===== config.mk =====
export PLATFORM = sky130hd
export DESIGN_NAME = rtc_div_ctrl
export DESIGN_NICKNAME = d
export VERILOG_FILES = /design/src/rtl/rtc_div_pkg.sv /design/src/rtl/rtc_div_cnt.sv /design/src/rtl/rtc_div_ctrl.sv
export SDC_FILE = /design/constraint.sdc
export NUM_CORES = 1
export LEC_CHECK = 0
export CAP_MARGIN = 20
export CORE_UTILIZATION = 30
export DETAILED_ROUTE_END_ITERATION = 6
export HOLD_SLACK_MARGIN = 0.06
export RECOVER_POWER = 50
export SYNTH_ARGS = -nofsm -noshare
export SYNTH_HDL_FRONTEND = slang
export SYNTH_SLANG_ARGS = --single-unit

===== constraint.sdc =====
create_clock -name clk -period 4.4 [get_ports clk]
set_input_delay 1.1 -clock clk [delete_from_list [all_inputs] [get_ports clk]]
set_output_delay 1.1 -clock clk [all_outputs]
set_load 0.01 [all_outputs]

===== src/rtl/rtc_div_pkg.sv =====
//------------------------------------------------------------------------------
// Module      : rtc_div_pkg
// Description : Shared state encoding and default constants for rtc_div_ctrl.
// Revision    : 1.0 - initial release
//------------------------------------------------------------------------------
`default_nettype none

package rtc_div_pkg;

    localparam int c_DIV_W   = 16;
    localparam int c_DEF_DIV = 6;

    typedef enum logic [1:0] {
        ST_IDLE = 2'd0,
        ST_RUN  = 2'd1,
        ST_PEND = 2'd2,
        ST_STOP = 2'd3
    } state_t;

endpackage

`default_nettype wire


===== src/rtl/rtc_div_cnt.sv =====
//------------------------------------------------------------------------------
// Module      : rtc_div_cnt
// Description : Period counter, phase compare and tick generation. Holds the
//               ratio in effect; i_load replaces it (idle or period boundary).
// Revision    : 1.0 - initial release
//------------------------------------------------------------------------------
`default_nettype none

module rtc_div_cnt
    import rtc_div_pkg::*;
#(
    parameter int DIV_W   = c_DIV_W,
    parameter int DEF_DIV = c_DEF_DIV
) (
    input  logic             clk,
    input  logic             rst,
    input  logic             i_en,
    input  logic             i_load,
    input  logic [DIV_W-1:0] i_load_div,
    output logic             o_boundary,
    output logic             o_pclk,
    output logic             o_tick,
    output logic [DIV_W-1:0] o_div
);

    logic [DIV_W-1:0] r_cnt;
    logic [DIV_W-1:0] r_div;
    logic             r_pclk;
    logic             r_tick;

    logic             w_boundary;
    logic [DIV_W-1:0] w_cnt_nxt;
    logic [DIV_W-1:0] w_half_nxt;

    always_comb begin
        w_boundary = i_en && (r_cnt == (r_div - DIV_W'(1)));
        w_cnt_nxt  = (!i_en || w_boundary) ? '0 : (r_cnt + DIV_W'(1));
        // Phase is decided against the ratio that governs the next cycle.
        w_half_nxt = (i_load ? i_load_div : r_div) >> 1;
    end

    always_ff @(posedge clk) begin
        if (rst) begin
            r_cnt  <= '0;
            r_div  <= DIV_W'(DEF_DIV);
            r_pclk <= 1'b0;
            r_tick <= 1'b0;
        end else begin
            r_cnt  <= w_cnt_nxt;
            r_pclk <= (w_cnt_nxt >= w_half_nxt);
            r_tick <= (w_cnt_nxt == w_half_nxt);
            if (i_load) begin
                r_div <= i_load_div;
            end
        end
    end

    assign o_boundary = w_boundary;
    assign o_pclk     = r_pclk;
    assign o_tick     = r_tick;
    assign o_div      = r_div;

endmodule

`default_nettype wire


===== src/rtl/rtc_div_ctrl.sv =====
//------------------------------------------------------------------------------
// Module      : rtc_div_ctrl
// Description : Run/stop FSM and ratio handshake for a glitch-free clock
//               divider. Define RTC_DIV_ODD_EN to allow odd divide ratios.
// Revision    : 1.0 - initial release
//------------------------------------------------------------------------------
`default_nettype none

module rtc_div_ctrl
    import rtc_div_pkg::*;
#(
    parameter int DIV_W   = c_DIV_W,
    parameter int DEF_DIV = c_DEF_DIV
) (
    input  logic             clk,
    input  logic             rst,
    input  logic             run,
    input  logic             cfg_valid,
    input  logic [DIV_W-1:0] cfg_div,
    output logic             cfg_ready,
    output logic             cfg_err,
    output logic             pclk,
    output logic             tick,
    output logic             busy,
    output logic [DIV_W-1:0] cur_div
);

    state_t           r_state;
    state_t           w_state_nxt;
    logic [DIV_W-1:0] r_held;
    logic             r_pend;
    logic             r_cfg_err;

    logic [DIV_W-1:0] w_norm_div;
    logic             w_div_ok;
    logic             w_xfer;
    logic             w_hold;
    logic             w_set_idle;
    logic             w_apply;
    logic             w_pend_nxt;
    logic             w_boundary;
    logic             w_load;
    logic [DIV_W-1:0] w_load_div;

    always_comb begin
`ifdef RTC_DIV_ODD_EN
        w_norm_div = cfg_div;
`else
        w_norm_div = cfg_div & ~DIV_W'(1);
`endif
    end

    always_comb begin
        cfg_ready  = (r_state == ST_IDLE) || (r_state == ST_RUN);
        w_xfer     = cfg_valid && cfg_ready;
        w_div_ok   = (w_norm_div >= DIV_W'(2));
        w_hold     = w_xfer && w_div_ok && (r_state == ST_RUN);
        w_set_idle = w_xfer && w_div_ok && (r_state == ST_IDLE);
        w_apply    = r_pend && w_boundary;
        // A ratio accepted on a boundary cycle waits for the following one.
        w_pend_nxt = (r_pend && !w_boundary) || w_hold;
        w_load     = w_set_idle || w_apply;
        w_load_div = w_apply ? r_held : w_norm_div;
    end

    always_comb begin
        w_state_nxt = r_state;
        case (r_state)
            ST_IDLE: begin
                if (run) begin
                    w_state_nxt = ST_RUN;
                end
            end
            ST_RUN: begin
                if (!run) begin
                    w_state_nxt = ST_STOP;
                end else if (w_hold) begin
                    w_state_nxt = ST_PEND;
                end
            end
            ST_PEND: begin
                if (!run) begin
                    w_state_nxt = ST_STOP;
                end else if (w_boundary) begin
                    w_state_nxt = ST_RUN;
                end
            end
            ST_STOP: begin
                if (run) begin
                    w_state_nxt = w_pend_nxt ? ST_PEND : ST_RUN;
                end else if (w_boundary) begin
                    w_state_nxt = ST_IDLE;
                end
            end
            default: w_state_nxt = ST_IDLE;
        endcase
    end

    always_ff @(posedge clk) begin
        if (rst) begin
            r_state   <= ST_IDLE;
            r_held    <= '0;
            r_pend    <= 1'b0;
            r_cfg_err <= 1'b0;
        end else begin
            r_state   <= w_state_nxt;
            r_pend    <= w_pend_nxt;
            r_cfg_err <= w_xfer && !w_div_ok;
            if (w_hold) begin
                r_held <= w_norm_div;
            end
        end
    end

    rtc_div_cnt #(
        .DIV_W   (DIV_W),
        .DEF_DIV (DEF_DIV)
    ) u_cnt (
        .clk        (clk),
        .rst        (rst),
        .i_en       (r_state != ST_IDLE),
        .i_load     (w_load),
        .i_load_div (w_load_div),
        .o_boundary (w_boundary),
        .o_pclk     (pclk),
        .o_tick     (tick),
        .o_div      (cur_div)
    );

    assign cfg_err = r_cfg_err;
    assign busy    = (r_state != ST_IDLE);

endmodule

`default_nettype wire

# Word level (Yosys, flattened, before mapping)
# Cells that the tools add are included.
[classes]
n_addsub = 2
magnitude_cmp = 2
eq_ne = 9
n_mux = 12
reduce_logical = 18
[ops]
columns = ["operator", "count"]
rows = [
  ["$mux W16", 3],
  ["$add A16 B1 Y16 const B", 1],
  ["$eq A16 B15 Y1", 1],
  ["$eq A16 B16 Y1", 1],
  ["$ge A16 B15 Y1", 1],
  ["$ge A16 B2 Y1 const B", 1],
  ["$mux W2", 8],
  ["$sub A16 B1 Y16 const B", 1],
  ["$ne A3 B3 Y1 const B", 3],
  ["$logic_and A1 B1 Y1", 8],
  ["$pmux W2 S4", 1],
  ["$eq A2 B2 Y1 const B", 2],
  ["$logic_or A1 B1 Y1", 4],
  ["$reduce_and A4 Y1", 1],
  ["$logic_not A1 Y1", 3],
  ["$eq A2 B1 Y1 const B", 1],
  ["$logic_not A2 Y1", 1],
  ["$ne A2 B2 Y1 const B", 1],
  ["$reduce_bool A2 Y1", 1],
]
[word_totals]
ff_bits = 53
in_bits = 20
output_inout_bits = 21
word_cells = 52

# Longest topological paths before layout
[depth]
word_depth = 9
ltp_mapped = 19
mapped_depth_nobuf = 18

# Cells and area by module
# From an unflattened synthesis, not the netlist that was laid out.
[unflattened]
cells_unflattened = 401
area_unflattened_um2 = 3609.7
[by_module_without_submodules]
columns = ["module", "n_inst", "cells_each", "area_each_um2", "seq_area_each_um2"]
rows = [
  ["rtc_div_cnt", 1, 287, 2478.6, 680.7],
  ["rtc_div_ctrl", 1, 114, 1131.1, 380.4],
]

# Worst setup path after synthesis
# OpenSTA, ideal clock, no wires.
[synth_path]
path_kind = "reg-to-reg"
start = "register u_cnt.r_div[1], in the netlist u_cnt.o_div[1]"
end = "register u_cnt.r_pclk, in the netlist u_cnt.o_pclk"
t_arrival_ns = 3.881
required_ns = 4.270
slack_ns = 0.390
stages_incl_launch_ff = 18
period_less_slack_ns = 4.010
cell_sequence = "dfxtp_1 -> inv_1 -> ha_1 -> nor3b_1 -> nand4_1 -> xnor2_1 -> or4_4 -> nor4_4 -> o2bb2ai_2 -> buf_2 -> nor2_1 -> ha_1 -> a21o_1 -> a21o_1 -> a21oi_1 -> nor2_1 -> a2111oi_0 -> o22ai_1"
[synth_between]
elab_cells_between_ends = 10
classes_between = "1 x add/sub; 1 x order compare; 1 x eq/ne; 3 x mux; 4 x reduce/logical"
[synth_rtl]
columns = ["item", "line", "text"]
rows = [
  ["start: declaration", "rtc_div_cnt.sv:27", "logic [DIV_W-1:0] r_div;"],
  ["start signal: assignment", "rtc_div_cnt.sv:45", "r_div <= DIV_W'(DEF_DIV);"],
  ["start signal: assignment", "rtc_div_cnt.sv:53", "r_div <= i_load_div;"],
  ["$sub A16 B1 Y16", "rtc_div_cnt.sv:36", "w_boundary = i_en && (r_cnt == (r_div - DIV_W'(1)));"],
  ["$eq A16 B16 Y1", "rtc_div_cnt.sv:36", ""],
  ["$logic_and A1 B1 Y1", "rtc_div_cnt.sv:36", ""],
  ["$logic_or A1 B1 Y1", "rtc_div_cnt.sv:37", "w_cnt_nxt = (!i_en || w_boundary) ? '0 : (r_cnt + DIV_W'(1));"],
  ["$mux W16", "rtc_div_cnt.sv:37", ""],
  ["named net u_cnt.w_cnt_nxt[9]", "rtc_div_cnt.sv:32", "logic [DIV_W-1:0] w_cnt_nxt;"],
  ["$ge A16 B15 Y1", "rtc_div_cnt.sv:50", "r_pclk <= (w_cnt_nxt >= w_half_nxt);"],
  ["end signal: assignment", "rtc_div_cnt.sv:50", ""],
  ["end: declaration", "rtc_div_cnt.sv:28", "logic r_pclk;"],
]
# The timed path passes the listed nets, and every way through them passes these cells.
# A chain may end at the register's enable or synchronous reset.

# Worst setup path after layout
[layout_path]
start = "register u_cnt.r_div[1], in the netlist u_cnt.o_div[1]"
end = "register u_cnt.r_pclk, in the netlist u_cnt.o_pclk"
[layout_between]
elab_chain_cells = 7
elab_cells_between_ends = 10
classes_between = "1 x add/sub; 1 x order compare; 1 x eq/ne; 3 x mux; 4 x reduce/logical"
[layout_lines]
columns = ["item", "line", "text"]
rows = [
  ["$sub A16 B1 Y16", "rtc_div_cnt.sv:36", ""],
  ["$eq A16 B16 Y1", "rtc_div_cnt.sv:36", ""],
  ["$logic_and A1 B1 Y1", "rtc_div_cnt.sv:36", ""],
  ["$logic_and A1 B1 Y1", "rtc_div_ctrl.sv:59", "w_apply = r_pend && w_boundary;"],
  ["$mux W16 / $logic_or A1 B1 Y1 (equally long branches)", "rtc_div_ctrl.sv:63, rtc_div_ctrl.sv:62", ""],
  ["$mux W16", "--", ""],
  ["$ge A16 B15 Y1 (*)", "rtc_div_cnt.sv:50", ""],
]
# Every way passes the cells marked *; elsewhere a longest branch is shown, timed or not.

==> tab_implementation.tex <==
\begin{tabular}{lr}
\hline
Metric & Value \\
\hline
\multicolumn{2}{l}{\textbf{Global routing}} \\
GR Overflow Total & 0 \\
GRT Overall Usage & 0.160 \\
Largest net degree at the start of global routing & 20 \\
Wire length of the first global-routing pass & 13900 microns \\
Initial antenna violation count & 0 \\
Via count of the first global-routing pass & 2818 \\
\multicolumn{2}{l}{\textbf{Finish}} \\
Post-route cell area & 3960 sq um \\
Number of fillers in the final layout & 1040 \\
Register area & 1040 sq um \\
Final standard cell count with taps included and fillers excluded & 586 \\
Area growth from synthesis to layout & 26.4\% \\
Total area of multi-input combinational cells & 2000 sq um \\
Final standard cell utilization of the core & 0.398 \\
Antenna fix cells & 0 \\
Number of nets in the layout & 489 \\
Proportion of layout cells with a drive suffix above 1 & 0.121 \\
\multicolumn{2}{l}{\textbf{Setup path}} \\
Critical R2R Launch & u\_cnt.o\_div[1]\$\_SDFF\_PP1\_ \\
Kind of start point of the critical path & flop \\
Critical path class & flop to flop \\
Endpoint type of the worst setup path & flop \\
Worst r2r path cells & 18 \\
Crit path DAT & 4.44 ns \\
Flop-to-flop setup slack & 0.15 ns \\
Critical R2R Capture & u\_cnt.o\_pclk\$\_SDFF\_PP0\_ \\
Top fanout value on the critical path & 9 \\
Critical path required time & 4.58 ns \\
\multicolumn{2}{l}{\textbf{Floorplanning}} \\
FP Rows & 36 \\
Die area & 10900 sq um \\
Initial Utilization & 0.315 \\
Area of the placeable core & 9950 sq um \\
Width of the die & 104 microns \\
Num ports & 41 \\
Die Y-Extent & 104 microns \\
\multicolumn{2}{l}{\textbf{Power}} \\
Net switching fraction of the power & 0.301 \\
Fraction of power consumed by combinational cells & 0.260 \\
Leakage power & 1.61 nW \\
Sequential share of power & 0.479 \\
Design internal power & 0.756 mW \\
Clock network fraction of total power & 0.261 \\
Areal power density over the cells & 273 nW/um\^{}2 \\
Maximum resistive drop on vdd & 0.127 mV \\
Post-route total power & 1.08 mW \\
Power dissipated by switching net loads & 0.326 mW \\
\multicolumn{2}{l}{\textbf{Hold path}} \\
Hold worst-path end & r\_held[14]\$\_SDFFE\_PP0P\_ \\
Startpoint of the most critical hold path & r\_held[14]\$\_SDFFE\_PP0P\_ \\
Hold crit path type & flop to flop \\
Cell count of the worst hold path & 2 \\
\multicolumn{2}{l}{\textbf{Flow run}} \\
Total of max-cap violations & 0 \\
\multicolumn{2}{l}{\textbf{Synthesis}} \\
Most numerous cell in the Yosys netlist & nand2\_1 \\
Primary FF master, synth & dfxtp\_1 \\
Post-synthesis instance area & 3130 sq um \\
Largest cells by area after synthesis & dfxtp\_1, ha\_1, nand2\_1 \\
Seq/Total Area, Yosys & 0.332 \\
Most used standard cells in the synthesized netlist & nand2\_1, dfxtp\_1, nor2\_1 \\
Total of warnings raised by yosys & 0 \\
Synthesized Nets & 427 \\
Count of mapped cells out of synthesis & 390 \\
Async set or reset register ratio after synthesis & 0 \\
Count of different cell masters after synthesis & 51 \\
Post-synthesis sequential element count & 52 \\
Syn Area/Cell & 8.03 sq um \\
EDFF count, synth & 0 \\
Synth top area share & 0.332 \\
Cell type with the largest total area after synthesis & dfxtp\_1 \\
\multicolumn{2}{l}{\textbf{STA}} \\
Finish-stage setup viols & 0 \\
Period utilization & 0.967 \\
Post-route setup TNS & 0 ns \\
Fin. max-slew vios & 0 \\
Tmin final & 4.25 ns \\
Relative slew margins & 0.505 \\
Worst-case clock skew & 0.00992 ns \\
Timing-limited maximum frequency & 235 MHz \\
Slew at the pin with the worst max-slew slack & 0.740 ns \\
Final hold viol count & 0 \\
Final worst hold slack & 0.458 ns \\
Slack of the critical path & 0.145 ns \\
\multicolumn{2}{l}{\textbf{Clock network}} \\
Longest Clk Path Bufs & 2 \\
CTS tree & yes \\
CTS buffer count & 5 \\
Clock latency of the later-clocked register in the worst-skew pair & 0.31 ns \\
Post-CTS Hold Buffers & 0 \\
Clock transition at the register clock pins on the worst setup and hold paths after CTS & 0.09 ns \\
H-tree levels & 2 \\
CTS Sinks & 52 \\
Root Buffer & clkbuf\_8 \\
\multicolumn{2}{l}{\textbf{Drt}} \\
Initial DRT Pass Iterations & 4 \\
Detailed Route WL & 8470 microns \\
Routed vias & 2935 \\
Number of antenna-violating nets in the routed design & 0 \\
Residual DRC count & 0 \\
Count of routing violations after the opening detailed-route iteration & 209 \\
Via density per instance & 5.01 \\
Drt wl/cell & 14.5 microns \\
\multicolumn{2}{l}{\textbf{Place}} \\
Area post-placement & 3830 sq um \\
DP Wirelength & 6700 microns \\
Pre-CTS worst setup slack & -0.0374 ns \\
\# placed instances & 575 \\
Global placement routability congestion & 0.907 \\
Count of input and output buffers & 38 \\
\multicolumn{2}{l}{\textbf{Status}} \\
Run status & complete, no violations \\
\hline
\end{tabular}
[worst max-delay path: stages, from the launching register on]
cell       delay (ns)
dfxtp_1          0.33
buf_4            0.16
or4_4            0.56
mux2i_1          0.20
a21oi_1          0.11
or4_4            0.56
nor4_4           0.36
buf_4            0.20
o2bb2ai_2        0.13
buf_4            0.19
or2_2            0.12
ha_1             0.23
nand2b_1         0.15
a21o_1           0.17
a21o_1           0.16
a21oi_1          0.19
o21ai_0          0.13
nand2_1          0.09
o22ai_1          0.07
[power by group through the flow]
stage | Clock [mW] | Combinational, mW | Sequential, mW
finish | 0.283 | 0.281 | 0.518
global route | 0.309 | 0.309 | 0.522
CTS | 0.292 | 0.285 | 0.518
detailed placement | 0 | 0.285 | 0.529
global placement | 0 | 0.278 | 0.528
floorplan | 0 | 0.163 | 0.526
[area by class of cell]
cell class	count	area share
repair buffers	73	0.161
well taps	133	0.0420
clock buffers	8	0.0227
multi-input cells	313	0.504
flip-flops and latches	52	0.263
inverters	7	0.00663
[worst max-delay path by stage]
| stage | startpoint | end | slack, ns | cells after the start |
|---|---|---|---|---|
| global route | u_cnt.o_div[1]$_SDFF_PP1_ | u_cnt.o_pclk$_SDFF_PP0_ | -0.03 | 18 |
| global placement | cfg_div[1] | u_cnt.o_tick$_SDFF_PP0_ | -0.03 | 14 |
| finish | u_cnt.o_div[1]$_SDFF_PP1_ | u_cnt.o_pclk$_SDFF_PP0_ | 0.15 | 18 |
| detailed placement | cfg_div[7] | u_cnt.o_pclk$_SDFF_PP0_ | -0.04 | 16 |
| CTS | u_cnt.o_div[2]$_SDFF_PP1_ | u_cnt.o_pclk$_SDFF_PP0_ | 0.14 | 17 |
| floorplan | u_cnt.o_div[1]$_SDFF_PP1_ | u_cnt.o_pclk$_SDFF_PP0_ | 0.39 | 17 |
[metal layers]
metal | GRT usage | share of wire | up-vias | wire length, microns
met3 | 0.0301 | 0.048 | 14 | 405
met5 | 0 | 0 | - | 0
li1 | - | - | 1492 | -
met1 | 0.223 | 0.49 | 1366 | 4110
met4 | 0.0500 | 0.018 | 0 | 154
met2 | 0.248 | 0.45 | 63 | 3800
[layout by cell type (no fill, tap or decap), drive strengths merged, types with 3 or more instances in the layout]
master / Yosys / layout
nor4: 9 / 9
nor2: 37 / 37
nand4: 6 / 6
and2: 16 / 16
clkdlybuf4s50: 0 / 18
nand2: 56 / 56
a21oi: 34 / 34
xor2: 15 / 15
nor4b: 3 / 3
ha: 17 / 17
xnor2: 19 / 19
dlygate4sd3: 0 / 20
nand2b: 9 / 9
a22oi: 13 / 13
inv: 7 / 7
clkbuf: 11 / 9
a21o: 9 / 9
dfxtp: 52 / 52
o21ai: 7 / 7
nand3: 7 / 7
or4: 5 / 5
and3: 11 / 11
buf: 7 / 34
nor3: 9 / 9
[timing repair]
action,in CTS,in global routing
resized for setup,0,7
setup endpoints to repair,0,2
setup buffers,0,3
[registers in the layout (all words and copies together), names as in the netlist]
signal and flops:
u_cnt.r_cnt 16, r_pend 1, cfg_err 1, u_cnt.o_tick 1
r_held 15, u_cnt.o_div 15, u_cnt.o_pclk 1, r_state 2
[kinds of logic (layout without fill, tap and decap cells)]
| family | Yosys count | after routing | share of synthesized area |
|---|---|---|---|
| AO/OA/AOI/OAI | 84 | 84 | 0.176 |
| XOR/XNOR | 34 | 34 | 0.0950 |
| adder cells (fa/ha/maj) | 17 | 17 | 0.0679 |
| buffers and inverters | 25 | 88 | 0.0371 |
| flip-flops | 52 | 52 | 0.332 |
| multiplexers | 2 | 2 | 0.00639 |
| other | 1 | 1 | 0.00120 |
| AND/OR/NAND/NOR | 175 | 175 | 0.284 |
Power figures use the tool's default switching activity.
